--- src/rtl/merge2_arbiter.sv ---
// ---------------------------------------------------------------------------
// merge2_arbiter
//
// Upward hop of the tree NoC. Merges packets from two child links (In0, In1)
// onto a single parent link (Out). The two links are served round-robin, one
// packet at a time. Before each forwarded packet, the index of the granted link
// is sent as a 1-bit token on the S side channel. This is the same S-then-data
// order that the downward router expects.
//
// Each packet takes three handshakes: accept from a child, S token, Out packet.
// No packet is buffered beyond the one in flight. The packet is forwarded
// bit-exact; the address field is never inspected.
//
// Optional feature macro: ARB_STATS_EN
//   When defined, saturating per-link grant counters are built. They are
//   exposed on stat_cnt0 and stat_cnt1. When undefined, the counters and both
//   ports are absent, and the datapath behaves identically.
//
// Parameters
//   W       packet width ([8:5] destination address, [4:0] payload at W=9)
//   CNT_W   width of each grant counter (ARB_STATS_EN builds only)
//
// Ports
//   CLK, RESET            rising-edge clock, synchronous active-high reset
//   in0_data/valid/ready  child link 0 (ready is combinational, ARB state only)
//   in1_data/valid/ready  child link 1
//   s_data/valid/ready    side channel carrying the granted link index
//   out_data/valid/ready  parent link carrying the forwarded packet
//   stat_cnt0/stat_cnt1   grants per link (ARB_STATS_EN only)
// ---------------------------------------------------------------------------
`timescale 1ns/1ps

module merge2_arbiter #(
   parameter int W     = 9,
   parameter int CNT_W = 16
) (
   input  logic             CLK,
   input  logic             RESET,
   input  logic [W-1:0]     in0_data,
   input  logic             in0_valid,
   output logic             in0_ready,
   input  logic [W-1:0]     in1_data,
   input  logic             in1_valid,
   output logic             in1_ready,
   output logic             s_data,
   output logic             s_valid,
   input  logic             s_ready,
   output logic [W-1:0]     out_data,
   output logic             out_valid,
   input  logic             out_ready
`ifdef ARB_STATS_EN
   ,
   output logic [CNT_W-1:0] stat_cnt0,
   output logic [CNT_W-1:0] stat_cnt1
`endif
);

   typedef enum logic [1:0] {
      ARB      = 2'd0,
      SEND_S   = 2'd1,
      SEND_OUT = 2'd2
   } state_t;

   state_t         state_reg, state_next;
   logic           last_grant_reg, last_grant_next;
   logic           grant_reg, grant_next;
   logic [W-1:0]   pkt_reg, pkt_next;

   logic           arb_any;     // at least one child is offering a packet
   logic           arb_grant;   // link that would win arbitration this cycle
   logic           accept;      // a child packet is taken this cycle

   // Round-robin: a lone requester always wins. On a tie, the link that
   // was not served last wins. last_grant only moves when a packet has
   // fully left on Out, so a reset-dropped packet does not count as served.
   always_comb begin
      arb_any = in0_valid | in1_valid;
      if (in0_valid && in1_valid) begin
         arb_grant = ~last_grant_reg;
      end else begin
         arb_grant = in1_valid;
      end
   end

   // Handshake outputs are masked while RESET is high. This keeps a child,
   // the S consumer or the parent from completing a transfer during the
   // cycle in which the in-flight packet is being discarded.
   assign accept = (state_reg == ARB) && arb_any && !RESET;

   always_comb begin
      state_next      = state_reg;
      last_grant_next = last_grant_reg;
      grant_next      = grant_reg;
      pkt_next        = pkt_reg;
      in0_ready       = 1'b0;
      in1_ready       = 1'b0;
      s_valid         = 1'b0;
      out_valid       = 1'b0;

      case (state_reg)
         ARB: begin
            if (accept) begin
               in0_ready  = ~arb_grant;
               in1_ready  = arb_grant;
               grant_next = arb_grant;
               pkt_next   = arb_grant ? in1_data : in0_data;
               state_next = SEND_S;
            end
         end
         SEND_S: begin
            s_valid = !RESET;
            if (s_ready) begin
               state_next = SEND_OUT;
            end
         end
         SEND_OUT: begin
            out_valid = !RESET;
            if (out_ready) begin
               last_grant_next = grant_reg;
               state_next      = ARB;
            end
         end
         default: begin
            state_next = ARB;
         end
      endcase
   end

   // Data outputs come straight from registers. They therefore stay stable
   // for as long as the downstream side applies backpressure.
   assign s_data   = grant_reg;
   assign out_data = pkt_reg;

   always_ff @(posedge CLK) begin
      if (RESET) begin
         state_reg      <= ARB;
         last_grant_reg <= 1'b1;   // link 0 wins the first tie
         grant_reg      <= 1'b0;
         pkt_reg        <= '0;
      end else begin
         state_reg      <= state_next;
         last_grant_reg <= last_grant_next;
         grant_reg      <= grant_next;
         pkt_reg        <= pkt_next;
      end
   end

`ifdef ARB_STATS_EN
   // One saturating counter per link. Each counter advances on the cycle
   // its link is accepted, i.e. on the ARB->SEND_S transition.
   genvar gi;
   for (gi = 0; gi < 2; gi++) begin : g_stat
      logic [CNT_W-1:0] cnt_reg;

      always_ff @(posedge CLK) begin
         if (RESET) begin
            cnt_reg <= '0;
         end else if (accept && (arb_grant == (gi == 1)) && (cnt_reg != '1)) begin
            cnt_reg <= cnt_reg + {{(CNT_W-1){1'b0}}, 1'b1};
         end
      end
   end

   assign stat_cnt0 = g_stat[0].cnt_reg;
   assign stat_cnt1 = g_stat[1].cnt_reg;
`endif

endmodule

--- config.mk ---
export PLATFORM = sky130hd
export DESIGN_NAME = merge2_arbiter
export DESIGN_NICKNAME = d
export VERILOG_FILES = /design/src/rtl/merge2_arbiter.sv
export SDC_FILE = /design/constraint.sdc
export NUM_CORES = 1
export LEC_CHECK = 0
export CAP_MARGIN = 30
export CORE_ASPECT_RATIO = 1.2
export CORE_MARGIN = 2
export CORE_UTILIZATION = 40
export CTS_CLUSTER_SIZE = 14
export DETAILED_ROUTE_END_ITERATION = 8
export PLACE_DENSITY_LB_ADDON = 0.08
export SLEW_MARGIN = 15
export SYNTH_ARGS = -nofsm -noshare
export SYNTH_HDL_FRONTEND = slang
export SYNTH_SLANG_ARGS = --single-unit
--- constraint.sdc ---
create_clock -name CLK -period 1.53 [get_ports CLK]
set_input_delay 0.3825 -clock CLK [delete_from_list [all_inputs] [get_ports CLK]]
set_output_delay 0.3825 -clock CLK [all_outputs]
set_load 0.02 [all_outputs]
==> metrics.sh <==
YOSYSSEQAREASHARE_PCT=32.00
CTS.PATH.MAX_BUFFERS=2
SYNTH_COMPOUND_GATE_AREA_SHARE_PCT=8.923
DRTITER0DRC=6
WORSTMARGINPINSLEW_NS=0.3472
LARGEST_REGISTER_FFS=9
REGISTER_CLOCK_PIN_SLEW_ON_THE_REPORTED_WORST_SETUP_AND_HOLD_PATHS_NS=0.08
YOSYS-TOP-CELLS-AREA='dfxtp_1, nor4b_2, nor4_2, nand4b_1, a21oi_1'
WORST_SETUP_PATH_END_KIND='output pin'
CTS_ROOT_BUFFER='clkbuf_4'
IOPINCOUNT=38
DIEWIDTH_UM=45.16
CLOCK_TREE_FROM_TRITONCTS='yes'
DRIVE_GT1_SHARE_PCT=41.60
POST-ROUTE-PERIOD-UTIL_PCT=102.5
DR_TOTAL_VIAS=833
CORE_UM2=1872
SYNTH_AREA_LEADER_CELL='dfxtp_1'
COUNT_OF_PLACED_STANDARD_CELLS_INCLUDING_TAPS=138
CLOCK_SINK_COUNT=13
GRT_ANTENNA_BEFORE_REPAIR=0
POST_SYNTH_AND_OR_NAND_NOR_AREA_FRACTION_PCT=50.46
MAIN_COMBINATIONAL_CELL_FAMILY_BY_AREA_AFTER_SYNTHESIS='simple AND/OR/NAND/NOR gates'
GRT_USE_TOTAL_PCT=22.99
P_LEAK_nW=0.5219
CHIPHEIGHT_UM=53.40
N_ANTENNA_CELL=0
FIRST_PASS_GRT_WIRE_LENGTH_UM=3946
SYNTH_ENABLE_FLOP_CELLS=0
PLACED_AREA_UM2=1267
SYNTHCELLS=77
FLOW.AREA_GROWTH_FROM_SYNTHESIS_PCT=63.23
VIAS_IN_THE_FIRST_GLOBAL_ROUTE=878
MAXIMUM_NUMBER_OF_PINS_ON_ONE_NET_BEFORE_GLOBAL_ROUTE_REPAIR=19
FILLERINSTANCES=158
WORST_HOLD_PATH_TYPE='flip-flop to flip-flop'
FINAL-INSTANCE-COUNT-EXCL-FILL=144
DRC=0
DETAIL_ROUTE.WIRELENGTH_UM=2378
SYNTH.FF_LATCH_COUNT=13
TIMING.REG2REG.SETUP_SLACK_NS=0.19
BUFFER_PORTS.INSERTED=37
VIOLATIONS_IN_THE_FINAL_REPORTS='setup timing'
DP_HPWL_UM=1620
WORSTREGTOREGCELLS=6
CRITICAL_PATH_CLASS='input pin to output pin'
REPORT.FINAL.HOLD_VIOL_COUNT=0
AREA_OF_THE_DIE_UM2=2411
FINAL.SETUP.WORST_SLACK_NS=-0.03866
VIAS_PER_CELL=5.785
SYNTHESIS.AREA_UM2=813.3
WORST_SKEW_PAIR.LATE_LATENCY_NS=0.29
NETS_IN_THE_SYNTHESIZED_NETLIST=101
MUXSHAREOFSYNTHAREA_PCT=1.231
NETLIST-CELL-TYPE-COUNT=26
NUMCTSBUFFERS=3
SYNTH_FF_TYPE='dfxtp_1'
WORST_R2R_STARTPOINT='state_reg[1]'
FINALHOLDWORSTSLACK_NS=0.5169
FINALSETUPVIOLATIONS=2
R2R-END='out_data[1]'
WORST-ENDPOINT-ARRIVAL_NS=1.19
WORSTPATHMAXFANOUT=7
CRIT_START='RESET'
SLEW_HEADROOM_PCT=76.26
MAX_CAP_VIOLATIONS=0
CTS.HTREE.LEVELS=1
CRITICAL_PATH.STARTPOINT_TYPE='input pin'
YOSYSWARNINGS=0
FINAL_CELL_AREA_UM2=1328
ANTENNA_VIOLATING_NETS_REMAINING=0
PLACE_CONGESTION=0.7844
IRDROPWORSTVDD_uV=553.7
POST_CTS_HOLD_BUFFER_COUNT=0
NUMBER_OF_ITERATIONS_IN_THE_FIRST_DETAILED_ROUTING_PASS=5
WORSTSETUPENDPOINT='in1_ready'
SYNTH_AREA_PER_CELL_UM2=10.56
OUTCOME='complete, but fails checks'
SYNTH_XOR_XNOR_AREA_SHARE_PCT=0
SYNTHADDERAREAFRAC_PCT=0
GRT-OVFL-TOTAL=0
CP.REQUIRED_NS=1.15
START_UTIL_PCT=43.45
POWER_DENSITY_nW_PER_UM2=760.7
CORE.ROWCOUNT=17
FINAL_NETS=150
FIN_CRIT_NS=1.569
ACHIEVABLE-FREQUENCY_MHz=637.5
POSTSYNTH.ASYNCRESETSHARE_PCT=0
PLACEMENT.SETUP.WORST_SLACK_NS=-0.7399
DRV_SLEW=0
FIN_WORST_SKEW_NS=0.002533
UNREPAIRED_SETUP_ENDPOINTS_AFTER_GLOBAL_ROUTING='yes'
SYNTH_TOP_AREA_SHARE_PCT=32.00
WL_PER_CELL_UM=16.51
==> metal layers <==
metal,global-route usage [%],part of all wire [%],up-vias
met5,0,0,-
li1,-,-,395
met4,11.27,1.8,0
met2,38.57,52,31
met3,4.096,5.7,4
met1,27.46,41,403
==> final cells by class <==
class | instances | area [um2] | area share, %
clock buffer | 4 | 26.28 | 1.979
inverter | 2 | 7.507 | 0.5655
sequential | 13 | 264.0 | 19.89
tap | 19 | 23.77 | 1.791
multi-input combinational | 54 | 535.5 | 40.34
timing repair buffer | 52 | 470.5 | 35.44
==> logic make-up after synthesis <==
| family | after synthesis |
|---|---|
| compound gates | 13 |
| buf+inv | 10 |
| flops | 13 |
| mux | 1 |
| simple gates | 40 |
==> Yosys cell counts (2+ instances only) <==
library cell  number
dfxtp_1           13
a21oi_1           10
nand4b_1           9
nor4b_2            9
nor4_2             7
buf_2              2
buf_6              2
clkbuf_1           2
inv_1              2
nor2_1             2
nor3b_1            2
nor4_1             2
or2_1              2
==> layout by cell type, fill, tap and decap left out <==
cell | netlist | routed
nor2_4 | 1 | 1
dlygate4sd2_1 | 0 | 12
nand3_2 | 0 | 1
nand2b_1 | 1 | 1
inv_1 | 2 | 1
nor2b_4 | 0 | 1
nor4_4 | 1 | 2
nand3b_1 | 1 | 1
or2_1 | 2 | 1
buf_4 | 1 | 16
or2_4 | 0 | 1
nor4_1 | 2 | 1
o21ai_0 | 1 | 1
a22o_1 | 1 | 1
clkbuf_4 | 0 | 3
dfxtp_2 | 0 | 3
nand2_1 | 1 | 1
inv_2 | 0 | 1
nand4b_1 | 9 | 9
nor2_1 | 2 | 1
nor3b_2 | 0 | 2
nor4b_2 | 9 | 9
mux2i_1 | 1 | 1
a2111oi_0 | 1 | 1
a21oi_1 | 10 | 10
nor2_2 | 0 | 1
clkdlybuf4s50_1 | 0 | 20
dfxtp_1 | 13 | 10
clkbuf_1 | 2 | 1
nor4_2 | 7 | 7
buf_6 | 2 | 3
clkdlybuf4s15_2 | 0 | 1
==> critical path, stage by stage <==
cell and delay (ns):
dlygate4sd2_1 0.38, buf_4 0.24, nor2_2 0.06, buf_6 0.12
==> through the flow <==
step / power, mW / setup TNS, ns / util, %
2_1_floorplan: 0.6195 / 0 / -
3_3_place_gp: 0.7884 / -5.622 / 67.71
3_5_place_dp: 0.7945 / -6.093 / 67.71
4_1_cts: 1.013 / -0.09203 / 70.45
5_1_grt: 1.071 / -0.2808 / 70.92
6_report: 1.010 / -0.05887 / 70.92
==> how the worst min path moves through the flow <==
stage	endpoint	startpoint	slack [ns]	depth (start not counted)
after floorplan	last_grant_reg	last_grant_reg	0.47	2
after global placement	last_grant_reg	s_data	0.48	2
after detailed placement	s_data	s_data	0.50	2
after CTS	s_data	s_data	0.52	2
after global routing	last_grant_reg	s_data	0.56	2
final	s_data	s_data	0.52	2
==> what timing repair did <==
| action | CTS | global route |
|---|---|---|
| pin swaps | 6 | 2 |
| hold endpoints to repair | 0 | 0 |
| resized for setup | 48 | 3 |
| setup endpoints to repair | 24 | 4 |
| setup buffers | 2 | 0 |
| gates cloned | 0 | 0 |
==> power breakdown <==
part / switching [mW] / internal, mW
sequential: 0.0176 / 0.374
clock: 0.125 / 0.101
combinational: 0.193 / 0.198
Note: power is estimated with default switching activity, not from simulation.
